--- config.mk ---
export PLATFORM = sky130hd
export DESIGN_NAME = rf_write_arbiter
export DESIGN_NICKNAME = d
export VERILOG_FILES = /design/src/rtl/rf_pkg.sv /design/src/rtl/rf_clear_seq.sv /design/src/rtl/rf_write_arbiter.sv
export SDC_FILE = /design/constraint.sdc
export NUM_CORES = 1
export LEC_CHECK = 0
export ABC_CLOCK_PERIOD_IN_PS = 1700
export BUFFER_PORTS_ARGS = -buffer_cell sky130_fd_sc_hd__buf_2
export CORE_MARGIN = 2
export CORE_UTILIZATION = 34
export DETAILED_ROUTE_END_ITERATION = 12
export GPL_TIMING_DRIVEN = 0
export PLACE_DENSITY = 0.87
export SLEW_MARGIN = 30
export SYNTH_ARGS = -nofsm -noshare
export SYNTH_HDL_FRONTEND = slang
export SYNTH_SLANG_ARGS = --single-unit
--- constraint.sdc ---
create_clock -name clk -period 1.7 [get_ports clk]
set_input_delay 0.34 -clock clk [delete_from_list [all_inputs] [get_ports clk]]
set_output_delay 0.34 -clock clk [all_outputs]
set_load 0.01 [all_outputs]
--- src/rtl/rf_pkg.sv ---
// rf_pkg
// Shared definitions for the register-file write-port slice: data and
// address widths, the arbiter state type and the write-request record
// used by both the WB-stage and debug/loader paths.
package rf_pkg;

  localparam int XLEN     = 32;
  localparam int NUM_REGS = 32;
  localparam int AW       = $clog2(NUM_REGS);

  // CLEAR walks x1..x(NUM_REGS-1) after reset; RUN arbitrates WB vs debug.
  typedef enum logic {
    CLEAR,
    RUN
  } arb_state_e;

  // One register-file write: enable, destination and data.
  typedef struct packed {
    logic            we;
    logic [AW-1:0]   addr;
    logic [XLEN-1:0] data;
  } rf_wr_t;

endpackage

--- src/rtl/rf_clear_seq.sv ---
// rf_clear_seq
// Post-reset clear sequencer. Holds the arbiter state and the register
// index being cleared; steps through x1..x(NUM_REGS-1), one per cycle,
// then parks in RUN until the next reset.
// Ports:
//   clk      in   clock, all updates on posedge
//   rst      in   synchronous active-high reset, restarts the sequence
//   state    out  current arbiter state (CLEAR or RUN)
//   clr_idx  out  register index to clear this cycle (valid in CLEAR)
//   done     out  high once the clear sequence has finished
module rf_clear_seq
  import rf_pkg::*;
(
  input  logic          clk,
  input  logic          rst,
  output arb_state_e    state,
  output logic [AW-1:0] clr_idx,
  output logic          done
);

  // Reset always restarts at x1 so x0 is never written. The last index
  // is cleared in its own cycle and the following cycle is already RUN.
  always_ff @(posedge clk) begin
    if (rst) begin
      state   <= CLEAR;
      clr_idx <= AW'(1);
    end else if (state == CLEAR) begin
      if (clr_idx == AW'(NUM_REGS - 1)) begin
        state   <= RUN;
        clr_idx <= '0;
      end else begin
        clr_idx <= clr_idx + AW'(1);
      end
    end
  end

  assign done = (state == RUN);

endmodule

--- src/rtl/rf_write_arbiter.sv ---
// rf_write_arbiter
// Owns the single register-file write port. After reset it clears
// x1..x(NUM_REGS-1) while stalling the pipeline, then shares the port
// between WB writeback (priority) and a debug/loader valid/ready requester.
// Writes to x0 are filtered from both sources. Port outputs are
// combinational, so a WB write reaches rf_* in its own cycle.
// Optional feature: define RF_DBG_STARVE_GUARD_EN to add a starvation
// guard that forces a debug grant (with pipe_stall) after STARVE_MAX
// consecutive denied debug cycles.
// Ports:
//   clk, rst              clock and synchronous active-high reset
//   wb_we/wb_rd/wb_data   WB write request
//   dbg_valid/dbg_addr/dbg_data, dbg_ready   debug write handshake
//   rf_we/rf_wa/rf_wd     register-file write port
//   pipe_stall            freezes all pipeline registers
//   init_done             clear sequence complete
module rf_write_arbiter
  import rf_pkg::*;
#(
`ifdef RF_DBG_STARVE_GUARD_EN
  parameter int              STARVE_MAX = 8,
`endif
  parameter logic [XLEN-1:0] CLEAR_VAL  = '0
)
(
  input  logic            clk,
  input  logic            rst,
  input  logic            wb_we,
  input  logic [AW-1:0]   wb_rd,
  input  logic [XLEN-1:0] wb_data,
  input  logic            dbg_valid,
  input  logic [AW-1:0]   dbg_addr,
  input  logic [XLEN-1:0] dbg_data,
  output logic            dbg_ready,
  output logic            rf_we,
  output logic [AW-1:0]   rf_wa,
  output logic [XLEN-1:0] rf_wd,
  output logic            pipe_stall,
  output logic            init_done
);

  arb_state_e    state;
  logic [AW-1:0] clr_idx;
  logic          force_dbg;
  rf_wr_t        wb_req;
  rf_wr_t        dbg_req;
  rf_wr_t        wr;

  rf_clear_seq u_clear_seq (
    .clk     (clk),
    .rst     (rst),
    .state   (state),
    .clr_idx (clr_idx),
    .done    (init_done)
  );

  // A write to x0 is not a real write: its enable is dropped here so that
  // a WB x0 write does not block debug, and a debug x0 write is accepted
  // but never reaches the register file.
  assign wb_req  = '{we: wb_we && (wb_rd != '0),        addr: wb_rd,    data: wb_data};
  assign dbg_req = '{we: dbg_valid && (dbg_addr != '0), addr: dbg_addr, data: dbg_data};

`ifdef RF_DBG_STARVE_GUARD_EN
  localparam int SW = $clog2(STARVE_MAX + 1);

  logic [SW-1:0] starve_cnt;

  // Counts consecutive RUN cycles where debug waits; saturates so the
  // forced grant is held until the handshake clears it.
  always_ff @(posedge clk) begin
    if (rst) begin
      starve_cnt <= '0;
    end else if (state != RUN || !dbg_valid || dbg_ready) begin
      starve_cnt <= '0;
    end else if (starve_cnt != SW'(STARVE_MAX)) begin
      starve_cnt <= starve_cnt + SW'(1);
    end
  end

  assign force_dbg = (state == RUN) && dbg_valid && (starve_cnt == SW'(STARVE_MAX));
`else
  assign force_dbg = 1'b0;
`endif

  // Port mux. A forced debug grant stalls the pipeline so the displaced
  // WB write is simply re-presented by the frozen MEM/WB stage next cycle.
  always_comb begin
    wr         = '0;
    dbg_ready  = 1'b0;
    pipe_stall = 1'b0;
    if (state == CLEAR) begin
      wr         = '{we: 1'b1, addr: clr_idx, data: CLEAR_VAL};
      pipe_stall = 1'b1;
    end else if (force_dbg) begin
      pipe_stall = 1'b1;
      dbg_ready  = 1'b1;
      if (dbg_req.we) wr = dbg_req;
    end else if (wb_req.we) begin
      wr = wb_req;
    end else if (dbg_valid) begin
      dbg_ready = 1'b1;
      if (dbg_req.we) wr = dbg_req;
    end
  end

  assign rf_we = wr.we;
  assign rf_wa = wr.addr;
  assign rf_wd = wr.data;

endmodule

* Word level (Yosys, flattened, before mapping) *
Index checks and enable logic that the tools add are counted.

cells by class
  bitwise logic cells = 0
  $add $sub $neg = 1
  div/mod/pow operators = 0
  reduce and logical (&&, ||, !) cells = 4
  equality and inequality tests = 1
  order comparisons = 0
  muxes and demuxes = 11
  $mul = 0
  shift operators = 0

operators with widths
  cell                 number
  $mux 38              4
  $reduce_bool 5->1    2
  $mux 1               6
  $add 5x1->5 const B  1
  $eq 5x5->1 const B   1
  $mux 5               1
  $logic_and 1x1->1    2

storage, ports and cells
  bits in registers = 6
  memories kept = 0
  bits in writable memories = 0
  logic and storage cells = 19
  latch bits = 0
  ROM bits = 0
  input port bits = 78

* Logic depth before layout (Yosys ltp) *
  depth in word-level cells = 6
  mapped depth = 6
  mapped depth without buffers = 6

* Cells and area by module *
From an unflattened synthesis, not the netlist that was laid out.

unflattened totals
  cells, all modules = 179
  area, all modules = 1,478.9 µm²

by module, submodules not included
  module            cells an instance  area an instance (µm²)  instances  sequential area each (µm²)
  rf_write_arbiter  151                1,207.4                 1          0.0
  rf_clear_seq      28                 271.5                   1          120.1

* Least setup slack after synthesis *
OpenSTA, ideal clock, no wires.

  path type = input -> output
  start point = input port wb_rd[0]
  end point = output port rf_wd[24]
  path buffers = 2
  arrival = 1,461 ps
  cell stages on the path = 5
  slack = -101 ps
  required time = 1,360 ps
  cells stage by stage = or3_1 > o31a_1 > buf_6 > buf_8 > mux2i_1

between the ends
  longest elaborated chain between the ends = 4

RTL lines
  what               RTL line                source
  from (decl)        rf_write_arbiter.sv:29  input logic [AW-1:0] wb_rd,
  $reduce_bool 5->1  rf_write_arbiter.sv:60  assign wb_req = '{we: wb_we && (wb_rd != '0), addr: wb_rd, data: wb_data};
  $logic_and 1x1->1  rf_write_arbiter.sv:60
  $mux 38            rf_write_arbiter.sv:98  end else if (wb_req.we) begin
  $mux 38            rf_write_arbiter.sv:91  if (state == CLEAR) begin
  to (decl)          rf_write_arbiter.sv:37  output logic [XLEN-1:0] rf_wd,

Every way passes these cells.

* Worst setup path after layout *
  start point = input port wb_rd[0]
  end point = output port rf_wd[9]

Same word-level chain as after synthesis.

==> results.cfg <==
[clock_network]
clock_path_buffers = 2
clk_pin_slew_ns = 0.04
htreeDepth = 1
cts_buffers = 3
cts_hold_buf = 0
cts_tree = built
cts-root-buf = clkbuf_8
clkSinkCount = 6
clk_latency_ns = 0.23

[sta]
worst_clock_skew_ns = 0.00190
layout_min_cycle_time_ns = 2.05
finalSetupTns_ns = -10.77
setup_slack_ns = -0.350
final-setup-viol-count = 39
drv_slew = 0
rsz0062_at_grt = true
finalCritPeriodShare_pct = 121
fin_hold_ws_ns = 0.366
tightest_slew_ns = 0.406
relSlewSlack_pct = 72.9
hold_violations = 0
max_freq_ghz = 0.488

[layout]
diodes = 0
fin_util_pct = 64.5
stdcell_count = 354
seq_area_um2 = 120
area_growth_pct = 84.3
multi_input_area_mm2 = 0.00116
nets = 388
drive_above_1_share_pct = 59.5
fin_area_mm2 = 0.00234
fillCellCount = 336

[logic_synthesis]
synth_top_cell_area_share_pct = 26.7
yosysTopAreaCell = mux2i_1
yosys_most_used_dff = dfxtp_1
syn_area_mm2 = 0.00127
synth_cells = 178
synth_edf_count = 0
synth.avg_cell_area_um2 = 7.15
ys_seq_area_share_pct = 9.44
ys_ff_latch = 6
async_flop_share_pct = 0
syn-num-nets = 258
synth_area_leaders = mux2i_1, o211ai_1, nand2_1, dfxtp_1, clkbuf_1
yosysWarnings = 0
synth.distinct_cells = 29

[hold_path]
hold_depth = 2
hp-start = rst
hp-class = in2reg
hold_end = u_clear_seq.clr_idx[1]$_SDFFE_PP0N_

[flow_run]
maxCapViolations = 0

[detailed_routing]
routed_via_density = 5.30
finalWirelength_mm = 4.91
drc = 0
drt_iter0_markers = 80
post_drt_wl_per_cell_um = 13.9
firstDrtPassIters = 5
postRouteAntennaNets = 0
vias = 1875

[place]
port_buffers = 117
hpwl_mm = 3.44
placed_cell_area_mm2 = 0.00204
place_congestion = 0.810
post-place-cells = 343

[global_route]
grt_pass1_wl_mm = 7.34
grt_overflow = 0
antenna_found_initial = 0
grt.total_usage_pct = 21.1
grt_max_degree = 11
grt_pass1_vias = 1701

[worst_setup_path]
regToRegEndpoint = u_clear_seq.clr_idx[3]$_SDFFE_PP0N_
r2r_setup_slack_ns = 0.21
crit_type = in2out
startpoint_type = input port
r2r_start = u_clear_seq.clr_idx[0]$_SDFFE_PP1N_
cp_max_fo = 7
end_kind = output pin
crit_arrival_ns = 1.71
ff2ff_path_depth = 6
required_ns = 1.36

[power_and_ir_drop]
power_density_mw_per_mm2 = 299
power.leakage_nw = 1.05
ir_worst_vdd_mv = 0.546

[floorplanning]
core-area_mm2 = 0.00363
die_area_mm2 = 0.00425
std_cell_rows = 22
die_w_um = 65.2
ios = 119
start_util_pct = 35.0
dieHeight_um = 65.2

[status]
status = complete, but fails checks
violations = setup timing
==> sequential cells by signal, summed over array words and instances, names as in the netlist <==
name,cells
u_clear_seq.done,1
u_clear_seq.clr_idx,5
==> worst max path at each step <==
stage | cells after the start | to | start | slack [ns]
detailed placement | 7 | rf_wd[15] | dbg_addr[1] | -0.47
global placement | 7 | rf_wd[15] | dbg_addr[1] | -0.47
CTS | 7 | rf_wd[15] | dbg_addr[4] | -0.36
finish | 7 | rf_wd[9] | wb_rd[0] | -0.35
floorplan | 5 | rf_wd[10] | wb_rd[0] | -0.09
global route | 7 | rf_wd[9] | wb_rd[0] | -0.41
==> per-stage QoR <==
step           setup WS (ns)  power (W)
4_1_cts               -0.355   0.000685
5_1_grt               -0.409   0.000734
3_3_place_gp          -0.468   0.000411
3_5_place_dp          -0.468   0.000414
2_1_floorplan        -0.0943   0.000290
6_report              -0.350   0.000700
==> logic make-up (layout without fill, tap and decap cells) <==
kind of cell	after synthesis	after routing	synth area share, %
flip-flops	6	6	9.44
multiplexers	34	34	26.7
adder cells (fa/ha/maj)	2	2	1.97
AO/OA/AOI/OAI	52	52	29.6
buffers and inverters	24	152	11.5
AND/OR/NAND/NOR	60	60	20.7
==> critical path, cell delays in order <==
cell and delay [ns]:
buf_8 0.10, or3_1 0.35, o31a_1 0.25, buf_6 0.17, clkbuf_16 0.17, mux2i_2 0.16, buf_2 0.16
==> synth_stat cells, drive strengths merged (2+ instances only) <==
cell,count
o41ai,2
nand2,40
a31oi,2
clkbuf,15
mux2i,34
o211ai,34
o21ai,3
nor2,7
nand3b,2
o22a,3
buf,8
a21oi,5
nor3,3
dfxtp,6
ha,2
or4,2
==> timing repair <==
item / CTS / global route
cloned: 4 / 1
gates resized for setup: 39 / 9
pin swaps: 13 / 7
hold endpoints to repair: 0 / 0
buffers inserted: 4 / 1
setup endpoints to repair: 40 / 39
==> layout by cell type (no fill, tap or decap), drive strengths merged <==
| cell | count |
|---|---|
| and2 | 1 |
| nand4 | 1 |
| buf | 135 |
| nand3 | 1 |
| mux2i | 34 |
| or4 | 2 |
| a32oi | 1 |
| o31ai | 1 |
| inv | 1 |
| nor2 | 7 |
| nand2 | 40 |
| nor3 | 3 |
| nor3b | 1 |
| o22a | 3 |
| o41ai | 2 |
| o21ai | 3 |
| o31a | 1 |
| a21oi | 5 |
| or3 | 1 |
| a31oi | 2 |
| and3 | 1 |
| dfxtp | 6 |
| clkbuf | 16 |
| ha | 2 |
| nand3b | 2 |
| o211ai | 34 |
==> power by group <==
group	leakage (nW)	switching [W]	total, W	internal (W)
Sequential	0.0492	0.0000121	0.000162	0.000150
Clock	0.0216	0.0000728	0.000226	0.000153
Combinational	0.982	0.000134	0.000311	0.000178
Total	1.05	0.000218	0.000700	0.000482
==> layer usage <==
metal | wire, um | GRT usage, % | up-vias
met5 | 0 | 0 | -
met4 | 8 | 1.04 | 0
met3 | 384 | 4.79 | 2
met2 | 2580 | 41.5 | 86
met1 | 1940 | 24.2 | 866
li1 | - | - | 921
==> layout make-up <==
type | instances | share of cell area (%)
clock buffers | 3 | 1.76
multi-input cells | 148 | 49.5
repair buffers | 127 | 32.7
well taps | 48 | 2.56
inverters | 1 | 0.160
flip-flops and latches | 6 | 5.12
plain buffers | 21 | 8.22
No activity file was read; power rests on OpenSTA's default activity.
